`src/rtl/mem_bus_controller.sv`:
```
// Memory-map controller between the CPU data port and the ROM, RAM and GPIO register.
// Decodes requests, rebases them to region offsets and sequences wait states and responses.
module mem_bus_controller #(
    parameter int              ADDR_W    = 32,
    parameter int              DATA_W    = 32,
    parameter longint unsigned ROM_BASE  = 0,
    parameter longint unsigned ROM_SIZE  = 152100,
    parameter longint unsigned RAM_BASE  = 152100,
    parameter longint unsigned RAM_SIZE  = 153636,
    parameter longint unsigned GPIO_ADDR = 305736,
    parameter int              GPIO_W    = 8,
    parameter int              ROM_LAT   = 1,
    parameter int              RAM_LAT   = 1
) (
    input  logic              clk,
    input  logic              rst,
    input  logic              req_valid,
    output logic              req_ready,
    input  logic              req_we,
    input  logic [ADDR_W-1:0] req_addr,
    input  logic [DATA_W-1:0] req_wd,
    output logic              resp_valid,
    output logic [DATA_W-1:0] resp_rd,
    output logic              resp_err,
    output logic [ADDR_W-1:0] rom_addr,
    input  logic [DATA_W-1:0] rom_rd,
    output logic              ram_we,
    output logic [ADDR_W-1:0] ram_addr,
    output logic [DATA_W-1:0] ram_wd,
    input  logic [DATA_W-1:0] ram_rd,
    output logic [GPIO_W-1:0] gpio,
    output logic              gpio_en
);

    localparam int MAX_LAT = (ROM_LAT > RAM_LAT) ? ROM_LAT : RAM_LAT;
    localparam int CNT_W   = $clog2(MAX_LAT + 1);

    // Offsets wrap below the base, so one unsigned compare per region tests both bounds.
    localparam bit ROM_RAM_OVL = (ROM_SIZE != 0) && (RAM_SIZE != 0) &&
                                 (ROM_BASE < RAM_BASE + RAM_SIZE) &&
                                 (RAM_BASE < ROM_BASE + ROM_SIZE);
    localparam bit GPIO_OVL    = (GPIO_ADDR - ROM_BASE < ROM_SIZE) ||
                                 (GPIO_ADDR - RAM_BASE < RAM_SIZE);
    localparam bit BAD_CFG     = (GPIO_W > DATA_W) || (ROM_LAT < 1) || (RAM_LAT < 1) ||
                                 (ADDR_W > 64);

    generate
        if (ROM_RAM_OVL || GPIO_OVL || BAD_CFG) begin : g_bad_params
            $error("mem_bus_controller: overlapping regions or invalid parameters");
        end
    endgenerate

    typedef enum logic [1:0] {
        IDLE,
        WAIT,
        RESP
    } state_t;

    state_t            state, state_d;
    logic [CNT_W-1:0]  cnt, cnt_d;
    logic              lat_we, lat_we_d;
    logic              lat_rom, lat_rom_d;
    logic              req_ready_d, resp_valid_d, resp_err_d, ram_we_d, gpio_en_d;
    logic [DATA_W-1:0] resp_rd_d, ram_wd_d;
    logic [ADDR_W-1:0] rom_addr_d, ram_addr_d;
    logic [GPIO_W-1:0] gpio_d;

    logic [63:0] addr_ext, rom_rel, ram_rel;
    logic        hit_rom, hit_ram, hit_gpio;

    assign addr_ext = 64'(req_addr);
    assign rom_rel  = addr_ext - ROM_BASE;
    assign ram_rel  = addr_ext - RAM_BASE;
    assign hit_rom  = rom_rel < ROM_SIZE;
    assign hit_ram  = ram_rel < RAM_SIZE;
    assign hit_gpio = addr_ext == GPIO_ADDR;

    always_ff @(posedge clk) begin
        if (rst) begin
            state      <= IDLE;
            cnt        <= '0;
            lat_we     <= 1'b0;
            lat_rom    <= 1'b0;
            req_ready  <= 1'b1;
            resp_valid <= 1'b0;
            resp_rd    <= '0;
            resp_err   <= 1'b0;
            rom_addr   <= '0;
            ram_addr   <= '0;
            ram_wd     <= '0;
            ram_we     <= 1'b0;
            gpio       <= '0;
            gpio_en    <= 1'b0;
        end else begin
            state      <= state_d;
            cnt        <= cnt_d;
            lat_we     <= lat_we_d;
            lat_rom    <= lat_rom_d;
            req_ready  <= req_ready_d;
            resp_valid <= resp_valid_d;
            resp_rd    <= resp_rd_d;
            resp_err   <= resp_err_d;
            rom_addr   <= rom_addr_d;
            ram_addr   <= ram_addr_d;
            ram_wd     <= ram_wd_d;
            ram_we     <= ram_we_d;
            gpio       <= gpio_d;
            gpio_en    <= gpio_en_d;
        end
    end

    // Every output is registered, so this block computes the value each one takes next cycle.
    always_comb begin
        state_d      = state;
        cnt_d        = cnt;
        lat_we_d     = lat_we;
        lat_rom_d    = lat_rom;
        resp_valid_d = 1'b0;
        resp_rd_d    = resp_rd;
        resp_err_d   = resp_err;
        rom_addr_d   = rom_addr;
        ram_addr_d   = ram_addr;
        ram_wd_d     = ram_wd;
        ram_we_d     = 1'b0;
        gpio_d       = gpio;
        gpio_en_d    = 1'b0;

        case (state)
            IDLE: begin
                if (req_valid) begin
                    lat_we_d  = req_we;
                    lat_rom_d = hit_rom;
                    if (hit_rom && !req_we) begin
                        rom_addr_d = rom_rel[ADDR_W-1:0];
                        cnt_d      = CNT_W'(ROM_LAT);
                        state_d    = WAIT;
                    end else if (!hit_rom && hit_ram) begin
                        ram_addr_d = ram_rel[ADDR_W-1:0];
                        cnt_d      = CNT_W'(RAM_LAT);
                        state_d    = WAIT;
                        if (req_we) begin
                            ram_we_d = 1'b1;
                            ram_wd_d = req_wd;
                        end
                    end else begin
                        state_d      = RESP;
                        resp_valid_d = 1'b1;
                        resp_rd_d    = '0;
                        resp_err_d   = 1'b0;
                        if (!hit_rom && hit_gpio) begin
                            if (req_we) begin
                                gpio_d    = req_wd[GPIO_W-1:0];
                                gpio_en_d = 1'b1;
                            end else begin
                                resp_rd_d = DATA_W'(gpio);
                            end
                        end else begin
                            resp_err_d = 1'b1;
                        end
                    end
                end
            end
            WAIT: begin
                cnt_d = cnt - 1'b1;
                if (cnt == CNT_W'(1)) begin
                    state_d      = RESP;
                    resp_valid_d = 1'b1;
                    resp_err_d   = 1'b0;
                    if (lat_we) begin
                        resp_rd_d = '0;
                    end else if (lat_rom) begin
                        resp_rd_d = rom_rd;
                    end else begin
                        resp_rd_d = ram_rd;
                    end
                end
            end
            RESP: begin
                state_d = IDLE;
            end
            default: begin
                state_d = IDLE;
            end
        endcase

        req_ready_d = (state_d == IDLE);
    end

endmodule
```
`config.mk`:
```
export PLATFORM = sky130hd
export DESIGN_NAME = mem_bus_controller
export DESIGN_NICKNAME = d
export VERILOG_FILES = /design/src/rtl/mem_bus_controller.sv
export SDC_FILE = /design/constraint.sdc
export NUM_CORES = 1
export LEC_CHECK = 0
export CAP_MARGIN = 20
export CORE_MARGIN = 5
export CORE_UTILIZATION = 44
export DETAILED_ROUTE_END_ITERATION = 12
export HOLD_SLACK_MARGIN = 0.05
export PLACE_DENSITY = 0.83
export REMOVE_ABC_BUFFERS = 1
export SLEW_MARGIN = 10
export SYNTH_ARGS = -nofsm -noshare
export SYNTH_HDL_FRONTEND = slang
export SYNTH_SLANG_ARGS = --single-unit
```
`constraint.sdc`:
```
create_clock -name clk -period 4.8 [get_ports clk]
set_clock_uncertainty 0.05 [all_clocks]
set_input_delay 0.96 -clock clk [delete_from_list [all_inputs] [get_ports clk]]
set_output_delay 0.96 -clock clk [all_outputs]
set_load 0.005 [all_outputs]
```
**Yosys cells after proc, flatten, opt, wreduce, memory -nomap -nowiden**

Index checks and enable logic that the tools add are counted.

- Word-level logic and storage cells: 77
- Input bits: 132
- Output and inout bits: 141
- Bits in registers: 146

- Add/subtract/negate cells: 2
- Equality and inequality tests: 7
- Reductions and logical operators: 17
- Bitwise operators: 5
- Order comparisons: 2
- Multiplexer cells: 30

Operators with widths:

| operator | number |
|---|---|
| 32-bit two-way mux | 6 |
| 64-bit by 18-bit less-than comparator with 1-bit output (second input constant) | 1 |
| 32-bit case mux with 2 select lines | 1 |
| 32-bit by 18-bit subtractor with 33-bit output (second input constant) | 1 |
| 32-bit by 19-bit equality test with 1-bit output (second input constant) | 1 |
| 32-bit by 18-bit less-than comparator with 1-bit output (second input constant) | 1 |
| 8-bit two-way mux | 2 |
| 1-bit two-way mux | 13 |
| 5-bit AND reduction | 2 |
| 2-bit two-way mux | 4 |
| 2-bit inequality test (second input constant) | 4 |
| 1-bit case mux with 2 select lines | 3 |
| 3-bit AND reduction | 2 |
| 6-bit AND reduction | 1 |
| 6-bit OR reduction | 1 |
| 1-bit NOT | 5 |
| 5-bit OR reduction | 1 |
| 2-bit logical NOT | 2 |
| 2-bit case mux with 2 select lines | 1 |
| 4-bit AND reduction | 1 |
| 1-bit logical AND | 3 |
| 3-bit inequality test (second input constant) | 1 |
| 2-bit by 1-bit equality test with 1-bit output (second input constant) | 1 |
| 1-bit logical NOT | 2 |
| other kinds (3) | 3 |

**Depth between registers and ports, before layout**

- Depth in word-level cells: 8
- Depth in mapped cells: 14
- Mapped depth without buffers: 11

**Worst setup path before layout**

No wires, ideal clock.

- Path type: input to register
- From: in req_addr[24]
- To: reg ram_addr[0]
- Arrival: 3.656 ns
- Stages: 12
- Data required time: 4.622 ns
- Library setup time: 0.128 ns
- Setup slack: 0.966 ns
- Buffers on the path: 4
- Cell sequence: or4_4 -> or3_4 -> or4_4 -> or4_4 -> buf_6 -> and2_4 -> buf_6 -> nand3_2 -> buf_6 -> buf_12 -> mux2i_1 -> nor2_1

- Word-level cells in the longest chain between the ends: 4
- Elaborated cells on any way between the ends: 8
- Those cells by class: add/sub: 1; order compare: 2; bitwise: 1; reduce/logical: 4

Ends and longest elaborated chain:

| item | line | text |
|---|---|---|
| start: declaration | 20 | `input logic [ADDR_W-1:0] req_addr,` |
| 32-bit by 18-bit subtractor with 33-bit output or 32-bit by 18-bit less-than comparator with 1-bit output (tied branches) | 73, 74 |  |
| 64-bit by 18-bit less-than comparator with 1-bit output, or another cell as far along | 75 | `assign hit_ram = ram_rel < RAM_SIZE;` |
| 1-bit logical AND or 1-bit NOT (tied branches) | -- |  |
| 4-bit AND reduction (no source line) (*) | -- |  |
| end signal: assignment | 104 | `ram_addr <= ram_addr_d;` |
| end: declaration | 28 | `output logic [ADDR_W-1:0] ram_addr,` |

Mark *: on every way between the ends. The rest lies on a longest branch, timed or not.
A chain may end at the register's enable or synchronous reset.

**Worst setup path in the final report**

- From: in req_addr[2]
- To: reg resp_err

- Elaborated cells on any way between the ends: 16
- Those cells by class: add/sub: 1; order compare: 2; eq/ne: 3; mux: 5; reduce/logical: 5

RTL lines:

| item | line | text |
|---|---|---|
| 32-bit by 18-bit subtractor with 33-bit output | 73 | `assign ram_rel = addr_ext - RAM_BASE;` |
| named net ram_rel[2] | 68 | `logic [63:0] addr_ext, rom_rel, ram_rel;` |
| 64-bit by 18-bit less-than comparator with 1-bit output | 75 |  |
| 1-bit logical AND | 137 | `end else if (!hit_rom && hit_ram) begin` |
| 2-bit inequality test (no source line) | -- |  |
| 5-bit AND reduction (no source line) | -- |  |
| end signal: assignment | 102 | `resp_err <= resp_err_d;` |
| end: declaration | 24 | `output logic resp_err,` |

The timed path passes the listed nets, and every way through them passes these cells. The select of a mux whose other input is x is not followed.

==> summary.txt <==
Status
  • Run status: finished clean

Clock tree
  • CTS H-tree depth: 4
  • PostCTS Resize Cnt: 0
  • Hold-fix buffers, CTS: 0
  • Post-CTS Setup Bufs: 0
  • Clk_lat worst skew: 0.42 ns
  • Total CTS buffers: 17
  • CTS tree: built
  • Clk slew on worst S/H paths: 0.06 ns
  • Clk buf depth: 2
  • CTS root buf: clkbuf_16
  • Clk sinks: 146

Placed design
  • PortBufs: 272
  • GP Congestion: ~0.89
  • Placed cell count: 1215
  • Detailed Place HPWL: 15800 um

GRT
  • Vias in the first global route: 6258
  • First-pass GRT wire length: 32800 um
  • Initial antenna violation count: 0
  • All-Layer GR Usage: 0.224
  • Grt total ovfl: 0
  • Largest net degree at the start of global routing: 74

Power
  • Sequential power share: 0.433
  • P_sw: 674 uW
  • Pwr Density: 273 mW/mm^2
  • Leak pwr: 0.00395 uW
  • Sw frac: 0.239
  • Clock share of power: 0.460
  • Power Total: 2820 uW
  • Gate power share: 0.107
  • Maximum VDD drop: 0.000219 V
  • Pint: 2150 uW

Detailed routing
  • DR DRC count: 0
  • Drt via density: 5.25
  • Via count: 6543
  • Antenna Violating Nets Remaining: 0
  • DR WL/cell: around 17 um
  • First-pass iteration count of the detailed router: 5
  • DRT Wirelength: 21300 um
  • DR iter-0 viols: 526

Timing
  • Fin crit period: 4.15 ns
  • Fin. Hold Viols: 0
  • Fmax achieved: 241 MHz
  • Slew HR: 0.320
  • RSZ-0062 raised after global routing: no
  • Slew Viols, Final: 0
  • Fin crit share: 0.865
  • Setup TNS: 0 ns
  • Slew @ Worst Pin: 1.02 ns
  • Final setup viols: 0

Synth
  • Synth Area in Simple Gates: 0.227
  • Cells after synthesis: between 700 and 800
  • Post-synthesis compound-gate area fraction: 0.123
  • Adder-cell area share of the yosys netlist: 0.00548
  • Mux cell area share after synthesis: 0.156
  • Yosys warns: 0
  • Post-Syn Area: around 0.007 mm^2
  • Ranking of synthesized cells by area: dfxtp_1, mux2i_1, nor2_1
  • Yosys reg bits: 146
  • Netlist cell types: 65
  • Sequential fraction of the synthesis area: 0.427
  • Xor/xnor share of the synthesized area: 0.0166
  • Post-synth top area share: 0.427
  • Syn Area/Cell: between 8 and 9 um^2
  • Ys async rst share: 0
  • Leading area contributor after synthesis: dfxtp_1
  • Post-synth EDFFs: 0
  • Most used flip-flop cell after synthesis: dfxtp_1
  • Main combinational cell family by area after synthesis: simple AND/OR/NAND/NOR gates

Floorplan
  • Starting Density: 0.449
  • Chip width: 135 um
  • Core Region: ~0.015 mm^2
  • Chip Height: 135 um
  • Die area: approximately 0.018 mm^2
  • Row cnt: 45
  • IO Pins: about 270

Worst setup path
  • Endpoint class of the critical path: flip-flop
  • Setup Crit Path Kind: input port to flip-flop
  • R2r startpoint: state[0]
  • Crit-path slowest cell: or4_1
  • R2R cell count: 6
  • Crit path arrival time: 4.44 ns
  • Worst setup path startpoint: req_addr[2]
  • Critical path endpoint: resp_err
  • Cell family with most CP delay: simple AND/OR/NAND/NOR gates
  • Worst Path Buf+Inv: 2
  • R2R Path End: resp_rd[20]
  • CP peak stage delay: 0.52 ns
  • Worst EP required: 5.09 ns
  • Crit path launch type: input port
  • Critical path fanouts, max: 6
  • Critical path, cell by cell: clkdlybuf4s50_1 > inv_1 > ha_1 > nor2b_1 > o21ai_1 > a311o_1 > o31ai_1 > a221oi_1 > or3_1 > and4b_1 > or4_1 > a21oi_1
  • Reg2reg setup slack: 2.64 ns
  • Crit path depth: 12

Final layout
  • Non-Filler Instances: between 1000 and 1500
  • Share of layout cells above drive strength 1: 0.0705
  • N_diodes: 0
  • FILL cells: around 1200
  • Nets@finish: 1158
  • Commonest cells after routing, fill and taps aside: clkdlybuf4s50_1, dfxtp_1, nor2_1, mux2i_1, nand2_1
  • Most common cell after layout, fill and taps aside: clkdlybuf4s50_1
  • Synth-to-layout area growth: 50.7%

Run
  • Max-cap violations: 0

Hold path
  • Worst hold path type: flip-flop to flip-flop
[worst register-to-register path, delay by kind of cell, from the launching register on]
family             cells  cell delay (ns)
and+or+nand+nor        5             1.55
AOI/OAI and AO/OA      1             0.10
DFF                    1             0.37
[area by class of cell]
class | instances | area [um^2] | share of cell area
Multi-Input combinational cell | 555 | 3620 | 0.351
Sequential cell | 146 | 2920 | 0.283
Tap cell | 211 | 264 | 0.0256
Timing Repair Buffer | 293 | 2900 | 0.281
Clock buffer | 19 | 433 | 0.0419
Inverter | 10 | 37.5 | 0.00364
Clock inverter | 13 | 136 | 0.0132
[metrics by stage]
step	setup WS [ns]	hold WS, ns	utilization	cell area, um^2
after floorplan	0.211	0.392	-	6580
after global placement	0.362	0.389	0.639	9750
after detailed placement	0.297	0.393	0.639	9750
after CTS	0.736	0.410	0.676	10300
after global routing	0.510	0.421	0.676	10300
final	0.648	0.406	0.676	10300
[state kept, by name, indices dropped and copies added, names as in the netlist]
register	count
gpio_en	1
state	2
ram_addr	32
resp_valid	1
lat_rom	1
resp_err	1
lat_we	1
req_ready	1
gpio	8
resp_rd	32
ram_wd	32
ram_we	1
cnt	1
rom_addr	32
[cell families after synthesis]
group / after synthesis
multiplexers: 107
XOR/XNOR: 13
buffers and inverters: 67
adder cells (fa/ha/maj): 3
AND/OR/NAND/NOR: 305
flip-flops: 146
AO/OA/AOI/OAI: 127
[Yosys cell counts, drive strengths merged, types with 9 or more instances]
master,number
a21oi,23
clkbuf,42
mux2i,107
and2,33
nor3,9
a211oi,18
nand2b,30
nand2,45
o21ai,42
nor2,129
inv,10
nor2b,9
buf,15
dfxtp,146
[routing by layer]
layer | up-vias | share of wire | global-route usage
li1 | 3187 | - | -
met1 | 3064 | 0.40 | 0.273
met2 | 270 | 0.50 | 0.394
met3 | 22 | 0.080 | 0.0596
met4 | 0 | 0.012 | 0.0543
met5 | - | 0 | 0
[power by group through the flow]
stage	Clock, uW	Combinational [uW]	Sequential (uW)
6_report	1300	302	1220
5_1_grt	1370	324	1220
4_1_cts	1320	300	1220
3_5_place_dp	0	298	1250
3_3_place_gp	0	295	1250
2_1_floorplan	0	98.5	1250
[worst min path at each step]
stage / endpoint / cells after the start / startpoint / slack, ns
6_report: rom_addr[23] / 1 / rom_addr[23] / 0.41
5_1_grt: ram_addr[23] / 1 / ram_addr[23] / 0.42
4_1_cts: ram_addr[30] / 1 / ram_addr[30] / 0.41
3_5_place_dp: ram_addr[29] / 1 / ram_addr[29] / 0.39
3_3_place_gp: ram_addr[5] / 2 / ram_addr[5] / 0.39
2_1_floorplan: ram_addr[5] / 2 / ram_addr[5] / 0.39
No activity file was read; power rests on OpenSTA's default activity.
